**src/rtl/mtr_drv_pwm_if.sv**
```systemverilog
// Bundle between the balance controller and the motor-drive back end:
// per-wheel speed/direction commands in, H-bridge pins and period strobe out.
interface mtr_drv_pwm_if #(
  parameter int CNT_W = 11
);
  logic             pwr_up;
  logic [CNT_W-1:0] lft_spd;
  logic             lft_rev;
  logic [CNT_W-1:0] rght_spd;
  logic             rght_rev;
  logic             lft_fwd;
  logic             lft_rvs;
  logic             rght_fwd;
  logic             rght_rvs;
  logic             prd_strt;

  modport master (
    output pwr_up, lft_spd, lft_rev, rght_spd, rght_rev,
    input  lft_fwd, lft_rvs, rght_fwd, rght_rvs, prd_strt
  );

  modport slave (
    input  pwr_up, lft_spd, lft_rev, rght_spd, rght_rev,
    output lft_fwd, lft_rvs, rght_fwd, rght_rvs, prd_strt
  );
endinterface

```
**src/rtl/mtr_drv_pwm.sv**
```systemverilog
// Dual-wheel edge-aligned PWM with period-synchronous duty update and dead-time
// insertion on direction reversal. Optional bridge brake on zero duty: MTR_DRV_BRAKE_EN.
module mtr_drv_pwm #(
  parameter int CNT_W    = 11,
  parameter int DEAD_CYC = 64
) (
  input  logic          clk,
  input  logic          rst_n,
  mtr_drv_pwm_if.slave  bus
);

  typedef enum logic [1:0] {FWD, REV, DEAD} state_t;

  localparam logic [CNT_W-1:0] CNT_MAX  = '1;
  localparam logic [CNT_W-1:0] DEAD_LD  = CNT_W'(DEAD_CYC);
  localparam logic [CNT_W-1:0] DEAD_ONE = CNT_W'(1);

  logic [CNT_W-1:0] cnt;
  logic             prd_load;
  logic             prd_q;

  logic [CNT_W-1:0] spd_in  [2];
  logic             rev_in  [2];
  logic [CNT_W-1:0] duty_sh [2];
  logic             dir_sh  [2];

  state_t           state_q [2];
  state_t           state_d [2];
  logic [CNT_W-1:0] dead_q  [2];
  logic [CNT_W-1:0] dead_d  [2];

  logic             pwm     [2];
  logic             fwd_d   [2];
  logic             rvs_d   [2];
  logic             fwd_q   [2];
  logic             rvs_q   [2];

  assign spd_in[0] = bus.lft_spd;
  assign rev_in[0] = bus.lft_rev;
  assign spd_in[1] = bus.rght_spd;
  assign rev_in[1] = bus.rght_rev;

  // The last count of each period is the only point where new commands are accepted.
  assign prd_load = (cnt == CNT_MAX);

  always_ff @(posedge clk or negedge rst_n) begin
    if (!rst_n) begin
      cnt   <= '0;
      prd_q <= 1'b0;
      for (int i = 0; i < 2; i++) begin
        duty_sh[i] <= '0;
        dir_sh[i]  <= 1'b0;
      end
    end else begin
      cnt   <= cnt + 1'b1;
      prd_q <= prd_load;
      if (prd_load) begin
        for (int i = 0; i < 2; i++) begin
          duty_sh[i] <= spd_in[i];
          dir_sh[i]  <= rev_in[i];
        end
      end
    end
  end

  always_ff @(posedge clk or negedge rst_n) begin
    if (!rst_n) begin
      for (int i = 0; i < 2; i++) begin
        state_q[i] <= FWD;
        dead_q[i]  <= '0;
        fwd_q[i]   <= 1'b0;
        rvs_q[i]   <= 1'b0;
      end
    end else begin
      for (int i = 0; i < 2; i++) begin
        state_q[i] <= state_d[i];
        dead_q[i]  <= dead_d[i];
        fwd_q[i]   <= fwd_d[i];
        rvs_q[i]   <= rvs_d[i];
      end
    end
  end

  // DEAD always runs its full length; the exit direction is whatever the shadow holds then.
  always_comb begin
    for (int i = 0; i < 2; i++) begin
      state_d[i] = state_q[i];
      dead_d[i]  = dead_q[i];
      fwd_d[i]   = 1'b0;
      rvs_d[i]   = 1'b0;
      pwm[i]     = (cnt < duty_sh[i]);

      unique case (state_q[i])
        FWD: begin
          fwd_d[i] = pwm[i];
          if (prd_load && rev_in[i]) begin
            state_d[i] = DEAD;
            dead_d[i]  = DEAD_LD;
          end
        end
        REV: begin
          rvs_d[i] = pwm[i];
          if (prd_load && !rev_in[i]) begin
            state_d[i] = DEAD;
            dead_d[i]  = DEAD_LD;
          end
        end
        DEAD: begin
          if (dead_q[i] > DEAD_ONE) begin
            dead_d[i] = dead_q[i] - 1'b1;
          end else begin
            dead_d[i]  = '0;
            state_d[i] = dir_sh[i] ? REV : FWD;
          end
        end
        default: begin
          state_d[i] = FWD;
          dead_d[i]  = '0;
        end
      endcase

`ifdef MTR_DRV_BRAKE_EN
      if ((state_q[i] != DEAD) && (duty_sh[i] == '0)) begin
        fwd_d[i] = 1'b1;
        rvs_d[i] = 1'b1;
      end
`endif

      fwd_d[i] = fwd_d[i] & bus.pwr_up;
      rvs_d[i] = rvs_d[i] & bus.pwr_up;
    end
  end

  assign bus.lft_fwd  = fwd_q[0];
  assign bus.lft_rvs  = rvs_q[0];
  assign bus.rght_fwd = fwd_q[1];
  assign bus.rght_rvs = rvs_q[1];
  assign bus.prd_strt = prd_q;

endmodule

```
**src/flat_wrapper.sv**
```systemverilog
// flat-port wrapper written by rule: the top's interface ports become plain ports
module mtr_drv_pwm_flat 
#(
  parameter int CNT_W    = 11,
  parameter int DEAD_CYC = 64
)
  (clk, rst_n, bus_pwr_up, bus_lft_spd, bus_lft_rev, bus_rght_spd, bus_rght_rev, bus_lft_fwd, bus_lft_rvs, bus_rght_fwd, bus_rght_rvs, bus_prd_strt);
  mtr_drv_pwm_if #(.CNT_W(CNT_W)) bus_i ();
  input  logic clk;
  input  logic rst_n;
  input wire logic [$bits(bus_i.pwr_up)-1:0] bus_pwr_up;
  input wire logic [$bits(bus_i.lft_spd)-1:0] bus_lft_spd;
  input wire logic [$bits(bus_i.lft_rev)-1:0] bus_lft_rev;
  input wire logic [$bits(bus_i.rght_spd)-1:0] bus_rght_spd;
  input wire logic [$bits(bus_i.rght_rev)-1:0] bus_rght_rev;
  output wire logic [$bits(bus_i.lft_fwd)-1:0] bus_lft_fwd;
  output wire logic [$bits(bus_i.lft_rvs)-1:0] bus_lft_rvs;
  output wire logic [$bits(bus_i.rght_fwd)-1:0] bus_rght_fwd;
  output wire logic [$bits(bus_i.rght_rvs)-1:0] bus_rght_rvs;
  output wire logic [$bits(bus_i.prd_strt)-1:0] bus_prd_strt;
  assign bus_i.pwr_up = bus_pwr_up;
  assign bus_i.lft_spd = bus_lft_spd;
  assign bus_i.lft_rev = bus_lft_rev;
  assign bus_i.rght_spd = bus_rght_spd;
  assign bus_i.rght_rev = bus_rght_rev;
  assign bus_lft_fwd = bus_i.lft_fwd;
  assign bus_lft_rvs = bus_i.lft_rvs;
  assign bus_rght_fwd = bus_i.rght_fwd;
  assign bus_rght_rvs = bus_i.rght_rvs;
  assign bus_prd_strt = bus_i.prd_strt;
  mtr_drv_pwm #(.CNT_W(CNT_W), .DEAD_CYC(DEAD_CYC)) u_core (.clk(clk), .rst_n(rst_n), .bus(bus_i));
endmodule
```
**config.mk**
```make
export PLATFORM = sky130hd
export DESIGN_NAME = mtr_drv_pwm_flat
export DESIGN_NICKNAME = d
export VERILOG_FILES = /design/src/rtl/mtr_drv_pwm_if.sv /design/src/rtl/mtr_drv_pwm.sv /design/src/flat_wrapper.sv
export SDC_FILE = /design/constraint.sdc
export NUM_CORES = 1
export LEC_CHECK = 0
export CAP_MARGIN = 20
export CORE_MARGIN = 3
export CORE_UTILIZATION = 55
export DETAILED_ROUTE_END_ITERATION = 12
export PLACE_DENSITY = 0.81
export SETUP_SLACK_MARGIN = 0.05
export SYNTH_ARGS = -nofsm -noshare
export SYNTH_HDL_FRONTEND = slang
export SYNTH_SLANG_ARGS = --single-unit
```
**constraint.sdc**
```tcl
create_clock -name clk -period 4.6 [get_ports clk]
set_input_delay 0.69 -clock clk [delete_from_list [all_inputs] [get_ports clk]]
set_output_delay 0.69 -clock clk [all_outputs]
set_load 0.01 [all_outputs]
```
==> results of run 1 <==
-- critical path: cells and delay by family (launching register included) --
kind / cells / cell delay [ns]
simple gates: 1 / 0.76
compound gates: 3 / 1.09
flops: 1 / 0.41
-- power groups by stage --
stage / Clock (W) / Sequential (W) / Combinational [W]
global placement: 0 / 0.000592 / 0.0000395
floorplan: 0 / 0.000593 / 0.00000216
finish: 0.000497 / 0.000581 / 0.0000390
detailed placement: 0 / 0.000592 / 0.0000396
global route: 0.000534 / 0.000581 / 0.0000438
CTS: 0.000508 / 0.000581 / 0.0000399
-- worst max-delay path by stage --
stage / startpoint / end / slack, ns / depth (start not counted)
2_1_floorplan: u_core.dead_q[13] / u_core.dead_q[15] / 2.70 / 5
3_3_place_gp: u_core.cnt[1] / u_core.dir_sh[1] / 2.09 / 5
3_5_place_dp: u_core.cnt[1] / u_core.dir_sh[1] / 1.97 / 5
4_1_cts: u_core.cnt[1] / u_core.dir_sh[1] / 1.94 / 5
5_1_grt: u_core.dead_q[5] / u_core.dead_q[4] / 2.02 / 4
6_report: u_core.dead_q[5] / u_core.dead_q[4] / 2.21 / 4
-- Yosys cell counts, types with 5 or more instances --
cell type,count
nand2_1,45
and3_1,6
a21oi_1,11
inv_1,30
nor2_1,9
clkbuf_1,5
ha_1,25
dfrtp_1,66
o21ai_0,37
xor2_1,6
nand3_1,15
a21o_1,12
nand4_1,6
nand2b_1,5
xnor2_1,7
-- final cells by class --
class | count | area (um2)
timing repair buffer | 33 | 340
fill | 483 | 1980
clock inverter | 4 | 50.0
tap | 75 | 93.8
clock buffer | 12 | 155
inverter | 30 | 113
multi-input combinational | 245 | 1640
sequential | 66 | 1650
-- state kept, by name, summed over array words and instances (netlist names) --
register and flops:
u_core.bus.lft_rvs 1, u_core.bus.rght_fwd 1, u_core.bus.rght_rvs 1, u_core.duty_sh 22, u_core.dead_q 22, u_core.dir_sh 2
u_core.state_q 4, u_core.cnt 11, u_core.bus.lft_fwd 1, u_core.bus.prd_strt 1
-- cells by family after synthesis --
logic type,Yosys count,synth area share
and+or+nand+nor,113,0.167
AOI/OAI and AO/OA,91,0.173
DFF,66,0.475
buffers and inverters,43,0.0536
adders and majority gates,25,0.0900
xor gates and xnor gates,13,0.0328
muxes,3,0.00900
-- per-stage QoR --
stage                     instance area [um2]  setup WS, ns  hold WS [ns]   util
final                                    4040          2.21         0.489  0.671
after detailed placement                 3810          1.97         0.470  0.632
after global routing                     4040          2.02         0.508  0.671
after global placement                   3810          2.09         0.467  0.632
after CTS                                4010          1.94         0.488  0.666
after floorplan                          3480          2.70         0.394      -
-- routing by layer --
| layer | track usage | vias up | routed length (um) |
|---|---|---|---|
| li1 | - | 1320 | - |
| met1 | 0.300 | 1254 | 3360 |
| met2 | 0.304 | 48 | 3090 |
| met3 | 0.0432 | 13 | 266 |
| met4 | 0.106 | 0 | 174 |
| met5 | 0 | - | 0 |
-- cell usage in the layout (no fill, tap or decap), types with 3 or more instances in the layout --
cell             netlist  routed
ha_1                  25      25
dfrtp_1               66      66
and3_1                 6       6
xor2_1                 6       6
a41oi_1                3       3
inv_1                 30      30
nor2_1                 9       9
a211oi_1               4       4
nand2b_1               5       5
clkbuf_8               0      11
xnor2_1                7       7
nor3b_1                3       3
a21oi_1               11      11
nand4_1                6       6
nor4_1                 4       4
o31ai_1                3       3
nand3_1               15      15
nor3_1                 4       4
clkdlybuf4s50_1        0      30
a31oi_1                4       4
nand2_1               45      45
o21ai_0               37      37
a21o_1                12      12
==> flow_metrics.tcl, run 1 <==
set metrics [dict create \
    status "completed" \
    required_ns 4.83 \
    detail-route-antenna-nets 0 \
    yosys_warnings 0 \
    clock_latency_ns 0.35 \
    pwr-share-clk 0.445 \
    synth_ff_type "dfrtp_1" \
    cellPowerDensity_nw_per_um2 276 \
    cts.sink_count 66 \
    rsz0062_at_grt "false" \
    fmax_ghz 0.419 \
    power_leakage_nw 2.02 \
    p_comb_frac 0.035 \
    critPathMaxStageDelay_ns 0.76 \
    via_count 2635 \
    placedCellCount 448 \
    finalMaxSlewViolations 0 \
    syn_area_um2 3480 \
    synthCells 354 \
    core_area_um2 6030 \
    h-tree-depth 3 \
    synth_edf_count 0 \
    timing.max_cap.violations 0 \
    finalHoldViolations 0 \
    period_needed_ns 2.39 \
    synthToLayoutAreaGrowth_pct 16.3 \
    io_buffers 31 \
    critPathCaptureType "flop" \
    antenna_found_initial 0 \
    path_clk_slew_ns 0.07 \
    ys_ff_latch 66 \
    maxSlewHeadroom 0.356 \
    viasPerCell 5.67 \
    hold_class "reg2reg" \
    p_int_w 0.000882 \
    crit_fanout 11 \
    fin_cells 465 \
    fin_skew_ns 0.0114 \
    tns_ns 0 \
    gp_congestion 0.810 \
    cts_tree "built" \
    r2r_start "u_core.dead_q[5]" \
    nets 437 \
    numCtsBuffers 9 \
    hp-start "u_core.duty_sh[11]" \
    grt_overflow 0 \
    seqPwrFrac 0.520 \
    min_path_cells 2 \
    rrSetupSlack_ns 2.21 \
    wire_per_inst_um 14.8 \
    drt_wl_total_um 6890 \
    grt_use_total 0.210 \
    drt_iter0_drc 150 \
    synthesis.nets 406 \
    grt_pass1_wl_um 12000 \
    grt_pass1_vias 2562 \
    syn_area_per_cell_um2 9.82 \
    std_cell_rows 28 \
    synthArstFlopShare 1.00 \
    cts_resized 0 \
    ctsRootBufferMaster "clkbuf_8" \
    crit_type "reg2reg" \
    cp.arrival_ns 2.62 \
    dr.pass1.iters 5 \
    ctsHoldBuffers 0 \
    r2r_cells 4 \
    layout-drive-gt1-share 0.0667 \
    grt_max_degree 67 \
    power.total_w 0.00112 \
    ioPinCount 32 \
    r2r_end "u_core.dead_q[4]" \
    finalSetupViolCount 0 \
    drc 0 \
    yosysSeqAreaShare 0.475 \
    dieArea_um2 7310 \
    vdd.ir_drop.worst_v 0.000283 \
    worstMarginPinSlew_ns 0.954 \
    antennaDiodeCount 0 \
    switchingPower_w 0.000235 \
    hold_path_end "u_core.duty_sh[11]" \
    die_h_um 85.5 \
    cts_buffer_depth 2 \
    yosysTopAreaCell "dfrtp_1" \
    postCtsSetupBuffers 0 \
    initial_core_util 0.577 \
    synthTopCellsByArea "dfrtp_1 (48%), ha_1 (9.0%), o21ai_0 (5.3%)" \
    crit_path_cell_trace "nor4_1 > a41oi_1 > a21o_1 > a22o_1" \
    crit_path_start_kind "flop" \
    ys_types 53 \
    finalCritPeriodShare 0.519 \
    die_x_um 85.5 \
    yosys.area.top_type_share 0.475 \
    place.detailed.hpwl_um 4800 \
    slowest_stage "nor4_1" \
    p_sw_frac 0.211 \
]
Note: power is estimated with default switching activity, not from simulation.
==> inputs of run 2 (changes only) <==
CORE_UTILIZATION = 52   (was 55)
PLACE_DENSITY = 0.8   (was 0.81)
clock period = 2.16 ns   (was 4.6 ns; I/O delays follow)
==> flow_metrics.tcl, run 2 (synthesis gave the netlist of run 1 again) <==
set metrics [dict create \
    path_clk_slew_ns 0.07 \
    period_needed_ns 1.98 \
    gp_congestion 0.839 \
    h-tree-depth 3 \
    mostFrequentLayoutCell "dfrtp_1" \
    crit_type "reg2reg" \
    antenna_found_initial 0 \
    worstMarginPinSlew_ns 0.600 \
    ctsRootBufferMaster "clkbuf_8" \
    critPathMaxStageDelay_ns 0.57 \
    reg_top3 "u_core.dead_q x22, u_core.duty_sh x22, u_core.cnt x11" \
    timing.max_cap.violations 0 \
    layout-drive-gt1-share 0.0965 \
    hold_class "reg2reg" \
    final_cell_mix "dfrtp_1 (66), nand2_1 (45), o21ai_0 (37), inv_1 (30), clkdlybuf4s50_1 (30)" \
    drt_iter0_drc 171 \
    crit_fanout 6 \
    core_area_um2 6420 \
    synthToLayoutAreaGrowth_pct 19.2 \
    grt_pass1_vias 2694 \
    drc 0 \
    cts_tree "built" \
    viasPerCell 5.69 \
    tns_ns 0 \
    maxSlewHeadroom 0.595 \
    drt_wl_total_um 7350 \
    io_buffers 31 \
    postCtsSetupBuffers 0 \
    initial_core_util 0.541 \
    fmax_ghz 0.506 \
    numCtsBuffers 9 \
    dp_slack_ns 0.116 \
    cts.sink_count 66 \
    place.detailed.hpwl_um 5300 \
    required_ns 2.39 \
    crit_family "simple AND/OR/NAND/NOR gates" \
    dieArea_um2 7700 \
    ctsHoldBuffers 1 \
    crit_path_cell_trace "or4_4 > o41ai_4 > buf_4 > nor2_1 > a211o_1" \
    grt_overflow 0 \
    finalWorstSetupSlack_ns 0.183 \
    clock_latency_ns 0.35 \
    critPathCaptureType "flop" \
    status "completed" \
    finalSetupViolCount 0 \
    cellPowerDensity_nw_per_um2 578 \
    slowest_stage "or4_4" \
    antennaDiodeCount 0 \
    vdd.ir_drop.worst_v 0.000330 \
    grt_pass1_wl_um 12700 \
    die_x_um 87.8 \
    crit_buf_inv 1 \
    cts_resized 0 \
    crit_path_start_kind "flop" \
    via_count 2737 \
    cts_buffer_depth 2 \
    cp.arrival_ns 2.20 \
    std_cell_rows 29 \
    grt_max_degree 43 \
    detail-route-antenna-nets 0 \
    finalHoldViolations 0 \
    finalCritPeriodShare 0.915 \
    finalMaxSlewViolations 0 \
    die_h_um 87.8 \
    ioPinCount 32 \
    dr.pass1.iters 4 \
    rsz0062_at_grt "false" \
    nets 451 \
    fin_skew_ns 0.0109 \
    wire_per_inst_um 15.3 \
    power_leakage_nw 2.08 \
    grt_use_total 0.214 \
]
-- run 2: cell types whose count changed in the layout (fill, tap and decap cells not counted), sizes merged --
cell and change:
buf +13, dlygate4sd3 +1
-- run 2: where the power goes --
group          switching, W  internal (W)   total, W
Clock              0.000473      0.000594    0.00107
Combinational     0.0000385     0.0000505  0.0000889
Sequential      0.000000389       0.00124    0.00124
-- run 2: layout make-up --
| type | instances | area, um2 |
|---|---|---|
| Fill cell | 523 | 2280 |
| Sequential cell | 66 | 1650 |
| Clock inverter | 4 | 50.0 |
| Multi-Input combinational cell | 245 | 1640 |
| Inverter | 30 | 113 |
| Tap cell | 77 | 96.3 |
| Timing Repair Buffer | 47 | 440 |
| Clock buffer | 12 | 155 |
-- run 2: routing by layer --
| layer | wire, um | part of all wire | vias up | track usage |
|---|---|---|---|---|
| met3 | 355 | 0.048 | 16 | 0.0555 |
| met2 | 3370 | 0.46 | 62 | 0.330 |
| met1 | 3490 | 0.48 | 1311 | 0.290 |
| li1 | - | - | 1348 | - |
| met5 | 0 | 0 | - | 0 |
| met4 | 138 | 0.019 | 0 | 0.0823 |
-- run 2: through the flow --
step	hold slack [ns]	std cells	power (W)	utilization	cell area, um2
after floorplan	0.0284	354	0.00127	-	3480
after global placement	0.349	464	0.00135	0.612	3930
after detailed placement	0.371	464	0.00135	0.612	3930
after CTS	0.482	481	0.00243	0.645	4140
after global routing	0.498	481	0.00249	0.645	4140
final	0.478	481	0.00239	0.645	4140
-- run 2: worst reg2reg max path, cell delays in order, from the launching register on --
cell and delay, ns:
dfrtp_1 0.43, or4_4 0.58, o41ai_4 0.35, buf_4 0.20, nor2_1 0.05, a211o_1 0.27
-- run 2: path summary, 6_finish.rpt --
kind | start | endpoint | slack (ns) | cells after the start
worst max-delay path | u_core.dead_q[13] | u_core.dead_q[18] | 0.18 | 5
worst min-delay path | u_core.dead_q[8] | u_core.dead_q[8] | 0.48 | 1
worst max register to register | u_core.dead_q[13] | u_core.dead_q[18] | 0.18 | 5
worst min register to register | u_core.dead_q[8] | u_core.dead_q[8] | 0.48 | 1
max in group asynchronous | rst_n | u_core.dead_q[3] | 0.99 | 3
min in group asynchronous | rst_n | u_core.duty_sh[4] | 0.52 | 2
==> inputs of run 3 (changes only) <==
CORE_MARGIN = 2   (was 3)
==> flow_metrics.tcl, run 3 (synthesis gave the netlist of run 1 again) <==
set metrics [dict create \
    worstMarginPinSlew_ns 0.442 \
    vdd.ir_drop.worst_v 0.000387 \
    dp_slack_ns 0.0859 \
    timing.max_cap.violations 0 \
    final_cell_mix "dfrtp_1 (66), nand2_1 (45), o21ai_0 (37), inv_1 (30), clkdlybuf4s50_1 (30)" \
    drt_iter0_drc 128 \
    tns_ns 0 \
    cellPowerDensity_nw_per_um2 569 \
    reg_top3 "u_core.dead_q x22, u_core.duty_sh x22, u_core.cnt x11" \
    fill_cells 517 \
    crit_path_cell_trace "or4_4 > o41ai_4 > buf_4 > o21bai_1 > a21o_1" \
    h-tree-depth 3 \
    cts_resized 0 \
    antennaDiodeCount 0 \
    violations "design-rule violations" \
    fmax_ghz 0.501 \
    std_cell_rows 29 \
    design_area_um2 4140 \
    startpoint "u_core.dead_q[17]" \
    finalCritPeriodShare 0.925 \
    die_x_um 85.8 \
    via_count 2749 \
    finalHoldViolations 0 \
    numCtsBuffers 9 \
    layout-drive-gt1-share 0.0990 \
    ioPinCount 32 \
    cts_buffer_depth 2 \
    finalMaxSlewViolations 0 \
    finalWorstSetupSlack_ns 0.162 \
    cp.arrival_ns 2.22 \
    dieArea_um2 7350 \
    crit_path_start_kind "flop" \
    clock_latency_ns 0.34 \
    place.detailed.hpwl_um 4930 \
    finalSetupViolCount 0 \
    drc 1 \
    maxSlewHeadroom 0.702 \
    status "finished with violations" \
    ctsRootBufferMaster "clkbuf_8" \
    slowest_stage "or4_4" \
    hold_class "reg2reg" \
    grt_max_degree 67 \
    gp_congestion 0.850 \
    r2r_start "u_core.dead_q[17]" \
    cts.sink_count 66 \
    wire_per_inst_um 14.7 \
    r2r_end "u_core.dead_q[13]" \
    multi_input_area_um2 1640 \
    rrSetupSlack_ns 0.16 \
    initial_core_util 0.541 \
    antenna_found_initial 0 \
    r2r_cells 5 \
    rsz0062_at_grt "false" \
    nets 452 \
    crit_fanout 5 \
    crit_path_end "u_core.dead_q[13]" \
    viasPerCell 5.72 \
    synthToLayoutAreaGrowth_pct 19.1 \
    critPathMaxStageDelay_ns 0.58 \
    grt_pass1_vias 2573 \
    required_ns 2.38 \
    grt_pass1_wl_um 12200 \
    grt_overflow 0 \
    path_clk_slew_ns 0.07 \
    period_needed_ns 2.00 \
    die_h_um 85.8 \
    core_area_um2 6420 \
    regArea_um2 1650 \
    crit_type "reg2reg" \
    critPathCaptureType "flop" \
    detail-route-antenna-nets 0 \
    io_buffers 31 \
    power.total_w 0.00236 \
    fin_skew_ns 0.0107 \
    mostFrequentLayoutCell "dfrtp_1" \
    place_area_um2 3930 \
    grt_use_total 0.209 \
    cts_tree "built" \
    power_leakage_nw 2.08 \
    dr.pass1.iters 8 \
    drt_wl_total_um 7060 \
]
[run 3: cell types whose count changed in the layout (fill, tap and decap cells not counted), sizes merged]
cell / change
buf: +1
clkbuf: -2
clkinv: +1
[run 3: final cells by class]
cell class                 instances  area share
multi-input combinational        245       0.396
sequential                        66       0.399
timing repair buffer              48       0.108
inverter                          30      0.0272
clock buffer                      10      0.0333
tap                               77      0.0233
clock inverter                     5      0.0133
[run 3: worst min path at each step]
stage                 startpoint            endpoint  slack, ns  cells past startpoint
3_5_place_dp               rst_n   u_core.duty_sh[4]       0.37                      2
3_3_place_gp               rst_n   u_core.duty_sh[4]       0.37                      2
2_1_floorplan              rst_n  u_core.bus.lft_fwd       0.03                      0
5_1_grt         u_core.dead_q[8]    u_core.dead_q[8]       0.50                      1
6_report       u_core.duty_sh[0]   u_core.duty_sh[0]       0.48                      2
4_1_cts        u_core.duty_sh[0]   u_core.duty_sh[0]       0.48                      2
[run 3: layer usage]
| layer | wire [um] | GRT usage | vias to the layer above | share of wire |
|---|---|---|---|---|
| li1 | - | - | 1348 | - |
| met1 | 3530 | 0.301 | 1333 | 0.50 |
| met2 | 3150 | 0.319 | 56 | 0.45 |
| met3 | 258 | 0.0356 | 12 | 0.037 |
| met4 | 121 | 0.0794 | 0 | 0.017 |
| met5 | 0 | 0 | - | 0 |
[run 3: power by group]
part | total [W] | leakage, nW | switching [W] | internal, W
clock | 0.00103 | 0.0941 | 0.000477 | 0.000554
sequential | 0.00124 | 0.752 | 0.000000507 | 0.00124
combinational | 0.0000872 | 1.24 | 0.0000366 | 0.0000506
total | 0.00236 | 2.08 | 0.000514 | 0.00184
[run 3: through the flow]
step / std cells / utilization / hold slack [ns]
2_1_floorplan: 354 / - / 0.0284
3_3_place_gp: 464 / 0.612 / 0.367
3_5_place_dp: 464 / 0.612 / 0.369
4_1_cts: 480 / 0.643 / 0.480
5_1_grt: 481 / 0.644 / 0.504
6_report: 481 / 0.644 / 0.477
[run 3: worst max-delay path: cells and delay by family, from the launching register on]
kind,cells,cell delay [ns]
buffers and inverters,1,0.21
AOI/OAI and AO/OA,3,0.67
and+or+nand+nor,1,0.58
DFF,1,0.43
[run 3: timing repair]
item                                    in CTS  in global routing
hold endpoints to repair                     9                  0
setup buffers                                0                  1
hold buffers                                 1                  0
endpoints found under the setup margin       0                  4
